==> config.mk <==
export PLATFORM = sky130hd
export DESIGN_NAME = mem_stage
export DESIGN_NICKNAME = d
export VERILOG_FILES = /design/src/rtl/mem_stage.sv
export SDC_FILE = /design/constraint.sdc
export NUM_CORES = 1
export LEC_CHECK = 0
export ABC_CLOCK_PERIOD_IN_PS = 4500
export CAP_MARGIN = 20
export CORE_AREA = 2 2 127 129
export DETAILED_ROUTE_END_ITERATION = 7
export DIE_AREA = 0 0 129 131
export HOLD_SLACK_MARGIN = 0.02
export PLACE_DENSITY = 0.71
export SLEW_MARGIN = 25
export SYNTH_ARGS = -nofsm -noshare
export SYNTH_HDL_FRONTEND = slang
export SYNTH_SLANG_ARGS = --single-unit
export TNS_END_PERCENT = 50
==> constraint.sdc <==
create_clock -name clk -period 4.5 [get_ports clk]
set_clock_uncertainty 0.2 [all_clocks]
set_input_delay 0.675 -clock clk [delete_from_list [all_inputs] [get_ports clk]]
set_output_delay 0.675 -clock clk [all_outputs]
set_load 0.02 [all_outputs]
==> src/rtl/mem_stage.sv <==
// mem_stage: pipeline memory stage driving a word-wide data memory with byte enables.
// Define MEM_STAGE_MISALIGN_EN to split misaligned accesses into two memory cycles.
module mem_stage (
    input  logic        clk,
    input  logic        rst,
    input  logic        halt,
    input  logic        bubble_in,
    input  logic [4:0]  opcode_in,
    input  logic [4:0]  tgt_in_1,
    input  logic [4:0]  tgt_in_2,
    input  logic [31:0] result_in_1,
    input  logic [31:0] result_in_2,
    input  logic [31:0] addr_in,
    input  logic [31:0] store_data_in,
    input  logic        is_load_in,
    input  logic        is_store_in,
    input  logic        halt_in,
    output logic [29:0] dmem_addr,
    output logic [3:0]  dmem_we,
    output logic [31:0] dmem_wdata,
    input  logic [31:0] dmem_rdata,
    output logic [31:0] result_out_1,
    output logic [31:0] result_out_2,
    output logic [4:0]  tgt_out_1,
    output logic [4:0]  tgt_out_2,
    output logic [4:0]  opcode_out,
    output logic        bubble_out,
    output logic        halt_out,
    output logic        is_load_out,
    output logic        stall
);
    typedef enum logic {StIdle, StSecond} state_e;

    state_e      state_q;
    logic [1:0]  size;  // 0 byte, 1 halfword, 2 word
    logic [31:0] addr_eff;
    logic        misaligned;
    logic [1:0]  offset;
    logic [3:0]  size_mask;
    logic [7:0]  we_span;
    logic [63:0] wdata_span;
    logic        active;
    logic        split_first;
    logic [31:0] result_1_q;
    logic [31:0] first_q;
    logic [1:0]  offset_q;
    logic [1:0]  size_q;
    logic        split_q;
    logic [31:0] load_raw;
    logic [31:0] load_mask;

    always_comb begin
        size = 2'd2;
        if (opcode_in >= 5'd6 && opcode_in <= 5'd8) begin
            size = 2'd1;
        end else if (opcode_in >= 5'd9 && opcode_in <= 5'd11) begin
            size = 2'd0;
        end
    end

`ifdef MEM_STAGE_MISALIGN_EN
    logic mem_op;
    assign mem_op     = is_load_in | is_store_in;
    assign addr_eff   = addr_in;
    assign misaligned = mem_op && ((size == 2'd2 && addr_in[1:0] != 2'd0) ||
                                   (size == 2'd1 && addr_in[1:0] == 2'd3));
`else
    always_comb begin
        addr_eff = addr_in;
        if (size == 2'd2) begin
            addr_eff[1:0] = 2'b00;
        end else if (size == 2'd1) begin
            addr_eff[0] = 1'b0;
        end
    end
    assign misaligned = 1'b0;
`endif

    assign offset = addr_eff[1:0];

    always_comb begin
        case (size)
            2'd0:    size_mask = 4'b0001;
            2'd1:    size_mask = 4'b0011;
            default: size_mask = 4'b1111;
        endcase
    end

    // Byte lanes and data spread across two adjacent words; the upper half is the second access.
    assign we_span    = {4'b0000, size_mask} << offset;
    assign wdata_span = {32'd0, store_data_in} << {offset, 3'b000};

    assign active      = !bubble_in && !halt && !rst;
    assign split_first = (state_q == StIdle) && misaligned && !bubble_in;
    assign stall       = (state_q == StIdle) && misaligned && active;

    assign dmem_addr  = (state_q == StSecond) ? addr_eff[31:2] + 30'd1 : addr_eff[31:2];
    assign dmem_wdata = (state_q == StSecond) ? wdata_span[63:32] : wdata_span[31:0];
    assign dmem_we    = (is_store_in && active) ?
                        ((state_q == StSecond) ? we_span[7:4] : we_span[3:0]) : 4'b0000;

    always_ff @(posedge clk or posedge rst) begin
        if (rst) begin
            state_q     <= StIdle;
            bubble_out  <= 1'b1;
            tgt_out_1   <= 5'd0;
            tgt_out_2   <= 5'd0;
            opcode_out  <= 5'd0;
            result_1_q  <= 32'd0;
            result_out_2 <= 32'd0;
            halt_out    <= 1'b0;
            is_load_out <= 1'b0;
            offset_q    <= 2'd0;
            size_q      <= 2'd0;
            split_q     <= 1'b0;
            first_q     <= 32'd0;
        end else if (!halt) begin
            case (state_q)
                StIdle:   state_q <= split_first ? StSecond : StIdle;
                StSecond: state_q <= StIdle;
                default:  state_q <= StIdle;
            endcase
            // Read data of the first word arrives during the second cycle.
            if (state_q == StSecond) begin
                first_q <= dmem_rdata;
            end
            split_q      <= (state_q == StSecond);
            bubble_out   <= bubble_in | split_first;
            tgt_out_1    <= (bubble_in | split_first) ? 5'd0 : tgt_in_1;
            tgt_out_2    <= (bubble_in | split_first) ? 5'd0 : tgt_in_2;
            opcode_out   <= opcode_in;
            result_1_q   <= result_in_1;
            result_out_2 <= result_in_2;
            halt_out     <= halt_in && !bubble_in;
            is_load_out  <= is_load_in && !bubble_in && !split_first;
            offset_q     <= offset;
            size_q       <= size;
        end
    end

    always_comb begin
        if (split_q) begin
            load_raw = (first_q >> {offset_q, 3'b000}) |
                       (dmem_rdata << (6'd32 - {1'b0, offset_q, 3'b000}));
        end else begin
            load_raw = dmem_rdata >> {offset_q, 3'b000};
        end
        case (size_q)
            2'd0:    load_mask = 32'h0000_00FF;
            2'd1:    load_mask = 32'h0000_FFFF;
            default: load_mask = 32'hFFFF_FFFF;
        endcase
        result_out_1 = is_load_out ? (load_raw & load_mask) : result_1_q;
    end

endmodule

After elaboration in Yosys (flattened, before gate mapping)
Index checks and enable logic that the tools add are counted.
Widths: inputs -> output; s select.
- register bits: 86
- latch bits: 0
- memory bits (writable): 0
- ROM bits: 0
- word-level logic and storage cells: 44
- memories kept: 0
- $add $sub $neg: 0
- multiply operators: 0
- div/mod/pow operators: 0
- order comparisons: 4
- eq/ne operators: 3
- shift operators: 3
- muxes and demuxes: 11
- bitwise gates (word level): 1
- reduce and logical (&&, ||, !) cells: 12
- operators by type and width (cell ; number):
    $pmux 32 s2 ; 1
    $and 32x32->32 ; 1
    $mux 32 ; 1
    $shl 32x5->32 ; 1
    $shr 32x5->32 ; 1
    $le 5x4->1 const B ; 2
    $mux 5 ; 2
    $pmux 4 s2 ; 1
    $logic_and 1x1->1 ; 7
    $ge 5x3->1 const B ; 1
    $ge 5x4->1 const B ; 1
    $eq 2x1->1 const B ; 2
    $logic_not 2->1 ; 2
    $mux 2 ; 2
    $mux 4 ; 1
    $shl 4x2->4 ; 1
    $logic_not 1->1 ; 3
    $mux 1 ; 3
    $eq 2x2->1 const B ; 1

Depth between registers and ports, before layout
Gate-level depths: netlist of the first run.
- depth after elaboration: 9
- gate-level depth with buffers: 6
- mapped depth without buffers: 4

Worst setup path after synthesis of the first run
OpenSTA, ideal clock, no wires.
- kind: input to output
- start point: input rst
- end point: output dmem_we[3]
- data arrival time: 3417 ps
- slack: 208 ps
- stages on the path: 4
- cell sequence: inv_1 > nand3_1 > o21bai_1 > a21oi_1
- word-level cells in the longest chain between the ends: 4
- RTL lines (item ; line ; source):
    start, declared ; 5 ; input logic rst,
    $logic_not 1->1 (no line) ; n/a ;
    $logic_and 1x1->1 ; 93 ; assign active = !bubble_in && !halt && !rst;
    $logic_and 1x1->1 ; 99 ; assign dmem_we = (is_store_in && active) ?
    $mux 4 ; 99 ;
    end, declared ; 19 ; output logic [3:0] dmem_we,
Every way passes these cells.

Worst setup path after layout of the first run
- start point: input opcode_in[3]
- end point: output dmem_wdata[31]
- word-level cells in the longest chain between the ends: 8
- elaborated cells on any way between the ends: 14
- classes of those cells: order compare: 4; eq/ne: 2; shift: 1; mux: 5; reduce/logical: 2
- RTL lines (item ; line ; source):
    start, declared ; 8 ; input logic [4:0] opcode_in,
    $ge 5x4->1 / $le 5x4->1 (equally long branches) ; 56 ; end else if (opcode_in >= 5'd9 && opcode_in <= 5'd11) begin
    $logic_and 1x1->1 ; 56 ;
    $mux 2 ; 56 ;
    $mux 2 * ; 54 ; if (opcode_in >= 5'd6 && opcode_in <= 5'd8) begin
    $eq 2x1->1 ; 72 ; end else if (size == 2'd1) begin
    $mux 1 ; 72 ;
    $mux 1 ; 70 ; if (size == 2'd2) begin
    $shl 32x5->32 * ; 91 ; assign wdata_span = {32'd0, store_data_in} << {offset, 3'b000};
    end, declared ; 20 ; output logic [31:0] dmem_wdata,
Every way passes the cells marked *; elsewhere a longest branch is shown, timed or not.

==> results of run 1 <==
## flip-flops by register name, indices dropped and copies added (netlist names)
name          count
bubble_out        1
halt_out          1
size_q            2
result_out_2     32
opcode_out        5
tgt_out_1         5
offset_q          2
result_1_q       32
is_load_out       1
tgt_out_2         5
## routing by layer
layer,global-route usage [%],vias up
li1,-,2006
met2,33.43,194
met1,22.71,2144
met3,5.741,47
met4,8.120,0
met5,0,-
## cell usage in the layout (no fill, tap or decap), types with 10 or more instances in the layout
cell type / Yosys / final
a21oi_1: 26 / 26
a22o_1: 11 / 11
clkdlybuf4s50_1: 0 / 268
dfrtp_1: 85 / 85
inv_1: 25 / 24
mux2_2: 79 / 79
mux2i_1: 40 / 40
nand2_1: 28 / 28
nor2_1: 12 / 12
nor2b_1: 10 / 10
o21ai_0: 11 / 11
o22ai_1: 16 / 16
## worst max-delay path: stages
cell and delay [ns]:
clkdlybuf4s50_1 0.49, and3b_1 0.33, o21a_1 0.72, mux2i_1 0.21, mux2i_1 0.19, clkdlybuf4s50_1 0.65
## power by group through the flow
stage          clock (mW)  combinational [mW]  sequential (mW)
2_1_floorplan           0               0.348            0.945
3_3_place_gp            0               0.764            0.897
3_5_place_dp            0               0.775            0.903
4_1_cts             0.860               0.779            0.889
5_1_grt             0.888               0.821            0.899
6_report            0.834               0.772            0.889
## how the worst max path moves through the flow
stage / from / to / depth (start not counted)
after global routing: opcode_in[3] / dmem_wdata[31] / 6
after detailed placement: opcode_in[3] / dmem_wdata[31] / 6
final: opcode_in[3] / dmem_wdata[31] / 6
after CTS: opcode_in[3] / dmem_wdata[19] / 6
after floorplan: rst / dmem_we[3] / 4
after global placement: opcode_in[3] / dmem_wdata[19] / 6
## area by class of cell
cell class | count | area, um^2 | area share [%]
timing repair buffer | 279 | 2781 | 35.43
multi-input combinational | 276 | 2221 | 28.29
sequential | 86 | 2153 | 27.43
tap | 216 | 270.3 | 3.443
clock buffer | 10 | 229.0 | 2.917
clock inverter | 6 | 100.1 | 1.275
inverter | 25 | 95.09 | 1.211
## per-stage QoR
step	cell area [um^2]	utilization, %	hold WS, ns
final	7850	50.33	0.2939
after global routing	7850	50.33	0.3228
after CTS	7846	50.30	0.3006
after detailed placement	7517	48.20	0.2838
after global placement	7497	48.07	0.2692
after floorplan	4878	-	0.2521
## kinds of logic after synthesis
family,after synthesis,synth area share [%]
flops,86,44.14
buf+inv,86,10.34
compound gates,86,11.39
mux,119,26.44
other cells,1,0.07687
simple gates,70,7.617
==> out/results.tsv, run 1 <==
stage	metric	value	unit
route	routed wl met2	8.594	mm
route	Avg WL per Cell	18.64	um
clocking	hold_buf cts	0	
route	DRT iter0 DRCs	175	
yosys	#FFs+latches synth	86	
yosys	Yosys cell types	37	
route	via count	4391	
global_route	vias in the first global route	4665	
yosys	syn_nets	630	
timing	final period utilization	92.06	%
pwr	Clk network pwr share	33.4	%
yosys	Synth area leaders	dfrtp_1 (44%), mux2_2 (18%), mux2i_1 (8.2%)	
placed_design	Routability Congestion	0.8071	
floorplanning	Initial Util	31.28	%
floorplanning	CORE AREA	0.01560	mm^2
run_status	outcome	complete, no violations	
route	ANT nets after route	0	
timing	Tmin final	4.143	ns
layout	Nets	859	
clocking	CTS tree	done	
yosys	Post-Syn Area per Cell	10.89	um^2
clocking	post-CTS sizing	0	
timing	Slew headroom	43.12	%
timing	RSZ-0062 raised after global routing	no	
global_route	total gr overflow	0	
layout	final std cells w/o fill	898	
critical_path	worst r2r dst	offset_q[1]$_DFFE_PP0N_	
yosys	top cells by count, synth	dfrtp_1 (85), mux2_2 (79), mux2i_1 (40)	
worst_hold_path	Min-Delay Endpoint	tgt_out_2[3]$_DFFE_PP0N_	
critical_path	FF-to-FF path depth	2	
placed_design	Placed Cells	882	
layout	antenna diode count	0	
clocking	Max clock buf depth	2	
pwr	VDD IR max	0.0001846	V
clocking	root buffer cell	clkbuf_16	
pwr	total power	2.495	mW
floorplanning	Die ar.	0.01690	mm^2
route	DR vias/cell	4.890	
global_route	All-Layer GR Usage	19.42	%
clocking	H-tree depth	3	
layout	Area Overhead vs Synth	60.91	%
yosys	top cell type's share of synthesized area	43.60	%
pwr	Cell Pwr Density	317.8	mW/mm^2
route	Met3 Routed Length	1.296	mm
timing	Slew @ Worst Pin	0.8531	ns
yosys	Cells after Synth	448	
placed_design	Final HPWL DP	13.00	mm
placed_design	buffers added on ports	269	
job	max cap viols	0	
clocking	Clk Latency, worst-skew pair	0.33	ns
yosys	Post-synth EDFFs	0	
worst_hold_path	cell count of the worst hold path	2	
timing	fmax	241.4	MHz
critical_path	Req. time, crit path	3.62	ns
route	final wirelength	16.74	mm
pwr	Psw	0.7322	mW
timing	Setup WS post-layout	0.3571	ns
placed_design	Place WS	0.3949	ns
clocking	TritonCTS Buffers	9	
critical_path	worst r2r src	offset_q[1]$_DFFE_PP0N_	
route	max layer used	met4	
layout	number of fill cells in the layout	1401	
critical_path	crit path capture type	output pin	
yosys	yosys warns	0	
pwr	Internal Pwr Total	1.763	mW
timing	setup TNS	0	ns
layout	share of layout cells above drive strength 1	16.57	%
clocking	number of setup buffers added after CTS	0	
route	Metal-1 WL	6.407	mm
pwr	combinational share of power	31.0	%
critical_path	Worst EP arrival	3.27	ns
critical_path	Startpoint Class	input pin	
timing	Hold Vio Cnt, Final	0	
route	TritonRoute pass-1 iters	4	
yosys	most frequent cell after synthesis	dfrtp_1	
route	DRC violations left	0	
critical_path	critical path class	in -> out	
pwr	register share of total power	35.6	%
worst_hold_path	worst hold start	tgt_out_2[3]$_DFFE_PP0N_	
yosys	synthesized area	0.004878	mm^2
yosys	sequential share of the synthesized area	44.14	%
worst_hold_path	HP Class	reg -> reg	
yosys	cell taking the most area after synthesis	dfrtp_1	
critical_path	CP max FO	16	
global_route	global-route wire length before repair	25.21	mm
critical_path	R2R setup slack	3.25	ns
floorplanning	die span in x	129	um
pwr	Sw Share	29.35	%
global_route	initial antenna violation count	0	
timing	final setup violation count	0	
global_route	largest net degree at the start of global routing	78	
floorplanning	Std-Cell Rows	46	
clocking	Reg clk slew, reported paths	0.07	ns
yosys	prevailing post-synth register cell	dfrtp_1	
timing	Slew Viols, Final	0	
pwr	leakage dissipation	3.251	nW
clocking	CTS sink cnt	86	
yosys	FFs w/ async S/R, synth	100.0	%
floorplanning	# IOs	331	
floorplanning	Die Y	131	um
(Power assumes the default switching activity.)
==> run 2, diff against run 1 <==
CORE_AREA = 2 2 129 131   (was 2 2 127 129)
DIE_AREA = 0 0 131 133   (was 0 0 129 131)
PLACE_DENSITY = 0.69   (was 0.71)
==> out/results.tsv, run 2 (synthesis results as in run 1) <==
stage	metric	value	unit
route	TritonRoute pass-1 iters	5	
critical_path	Worst EP arrival	3.41	ns
layout	biggest regs	result_1_q: 32 flops, result_out_2: 32 flops	
timing	RSZ-0062 raised after global routing	no	
clocking	Clk Latency, worst-skew pair	0.34	ns
clocking	CTS sink cnt	86	
timing	Slew @ Worst Pin	0.9606	ns
floorplanning	CORE AREA	0.01617	mm^2
critical_path	crit path capture type	output pin	
placed_design	Routability Congestion	0.8756	
clocking	H-tree depth	3	
layout	Area Overhead vs Synth	60.07	%
timing	Tmin final	4.283	ns
clocking	root buffer cell	clkbuf_16	
layout	commonest non-fill, non-tap cells in the layout	clkdlybuf4s50_1 (268), dfrtp_1 (85), mux2_2 (79)	
pwr	VDD IR max	0.0001883	V
route	final wirelength	16.13	mm
global_route	vias in the first global route	4445	
critical_path	CP Buf/Inv Count	2	
critical_path	crit-path leading delay family	buffers and inverters	
critical_path	crit-path most repeated cell	clkdlybuf4s50_1	
critical_path	Cell Chain, Critical Path	clkdlybuf4s50_1 -> and3b_1 -> o21a_1 -> mux2i_1 -> o2bb2ai_1 -> clkdlybuf4s50_1	
clocking	number of setup buffers added after CTS	0	
layout	final std cells w/o fill	902	
floorplanning	# IOs	331	
route	DRC violations left	0	
clocking	hold_buf cts	0	
timing	Hold Vio Cnt, Final	0	
global_route	initial antenna violation count	0	
layout	most common cell after layout, fill and taps aside	clkdlybuf4s50_1	
pwr	Cell Pwr Density	307.0	mW/mm^2
route	DR vias/cell	4.848	
clocking	Max clock buf depth	2	
layout	share of layout cells above drive strength 1	16.72	%
placed_design	Final HPWL DP	12.44	mm
global_route	global-route wire length before repair	24.44	mm
floorplanning	Die ar.	0.01742	mm^2
timing	Slew headroom	35.96	%
timing	final setup violation count	0	
clocking	CTS tree	done	
placed_design	buffers added on ports	269	
worst_hold_path	HP Class	reg -> reg	
job	max cap viols	0	
route	ANT nets after route	0	
global_route	All-Layer GR Usage	18.18	%
floorplanning	Std-Cell Rows	47	
timing	final period utilization	95.18	%
critical_path	CP max FO	19	
pwr	leakage dissipation	3.228	nW
timing	fmax	233.5	MHz
placed_design	Placed Cells	886	
global_route	largest net degree at the start of global routing	54	
floorplanning	Die Y	133	um
critical_path	Startpoint Class	input pin	
critical_path	Critical Path Slowest Stage Cell	o21a_1	
route	Avg WL per Cell	17.88	um
floorplanning	Initial Util	30.17	%
critical_path	critical path class	in -> out	
route	via count	4373	
timing	setup TNS	0	ns
critical_path	Largest stage delay, worst path	0.79	ns
critical_path	Req. time, crit path	3.62	ns
run_status	outcome	complete, no violations	
clocking	post-CTS sizing	0	
global_route	total gr overflow	0	
timing	Slew Viols, Final	0	
layout	antenna diode count	0	
route	DRT iter0 DRCs	110	
clocking	Reg clk slew, reported paths	0.06	ns
clocking	TritonCTS Buffers	9	
layout	Nets	859	
floorplanning	die span in x	131	um
## run 2: cell types whose count changed in the layout (fill, tap and decap cells not counted), sizes merged
cell / previous run / this run
clkbuf: 10 / 9
inv: 27 / 29
bufinv: 2 / 0
clkinvlp: 0 / 1
## run 2: cell type report
cell class	instances	area (um^2)
Fill cell	1486	8363
Timing Repair Buffer	279	2765
Multi-Input combinational cell	276	2221
Sequential cell	86	2153
Tap cell	220	275.3
Clock buffer	9	225.2
Inverter	25	96.34
Clock inverter	7	72.57
## run 2: final timing paths
check	start	end	slack, ns	depth (start not counted)
hold / removal	tgt_out_2[3]$_DFFE_PP0N_	tgt_out_2[3]$_DFFE_PP0N_	0.30	2
setup reg to reg	is_load_out$_DFFE_PP0N_	is_load_out$_DFFE_PP0N_	3.27	2
min in group asynchronous	rst	tgt_out_1[1]$_DFFE_PP0N_	0.60	3
max in group asynchronous	rst	offset_q[0]$_DFFE_PP0N_	2.44	4
hold reg to reg	tgt_out_2[3]$_DFFE_PP0N_	tgt_out_2[3]$_DFFE_PP0N_	0.30	2
setup / recovery	opcode_in[3]	dmem_wdata[16]	0.22	6
## run 2: through the flow
stage	power (mW)	utilization (%)	cell area, um^2	hold slack, ns	setup WS, ns
2_1_floorplan	1.293	-	4878	0.2521	0.2076
3_3_place_gp	1.662	46.44	7511	0.2715	0.3596
3_5_place_dp	1.674	46.44	7511	0.2878	0.2725
4_1_cts	2.430	48.29	7809	0.3048	0.2662
5_1_grt	2.513	48.29	7809	0.3244	0.1291
6_report	2.397	48.29	7809	0.2955	0.2171
## run 2: routing by layer
layer | GRT usage (%) | routed length (um)
met5 | 0 | 0
met4 | 7.210 | 524
met2 | 30.80 | 8135
met3 | 5.459 | 1132
met1 | 21.33 | 6337
## run 2: worst register-to-register path: stages (launching register included)
cell and delay [ns]:
dfrtp_1 0.39, buf_4 0.26, a22o_1 0.27
## run 2: report_power, final
part           total, mW  leakage [nW]  switching (mW)  internal [mW]
combinational      0.770          2.06           0.353          0.417
clock              0.741         0.143           0.349          0.392
sequential         0.886          1.02          0.0397          0.846
==> run 3, diff against run 2 <==
CORE_AREA = 2 2 127 129   (was 2 2 129 131)
DIE_AREA = 0 0 129 131   (was 0 0 131 133)
PLACE_DENSITY = 0.71   (was 0.69)
==> results of run 3 <==
No change in the layout: final DEF, timing and power equal those of run 1.
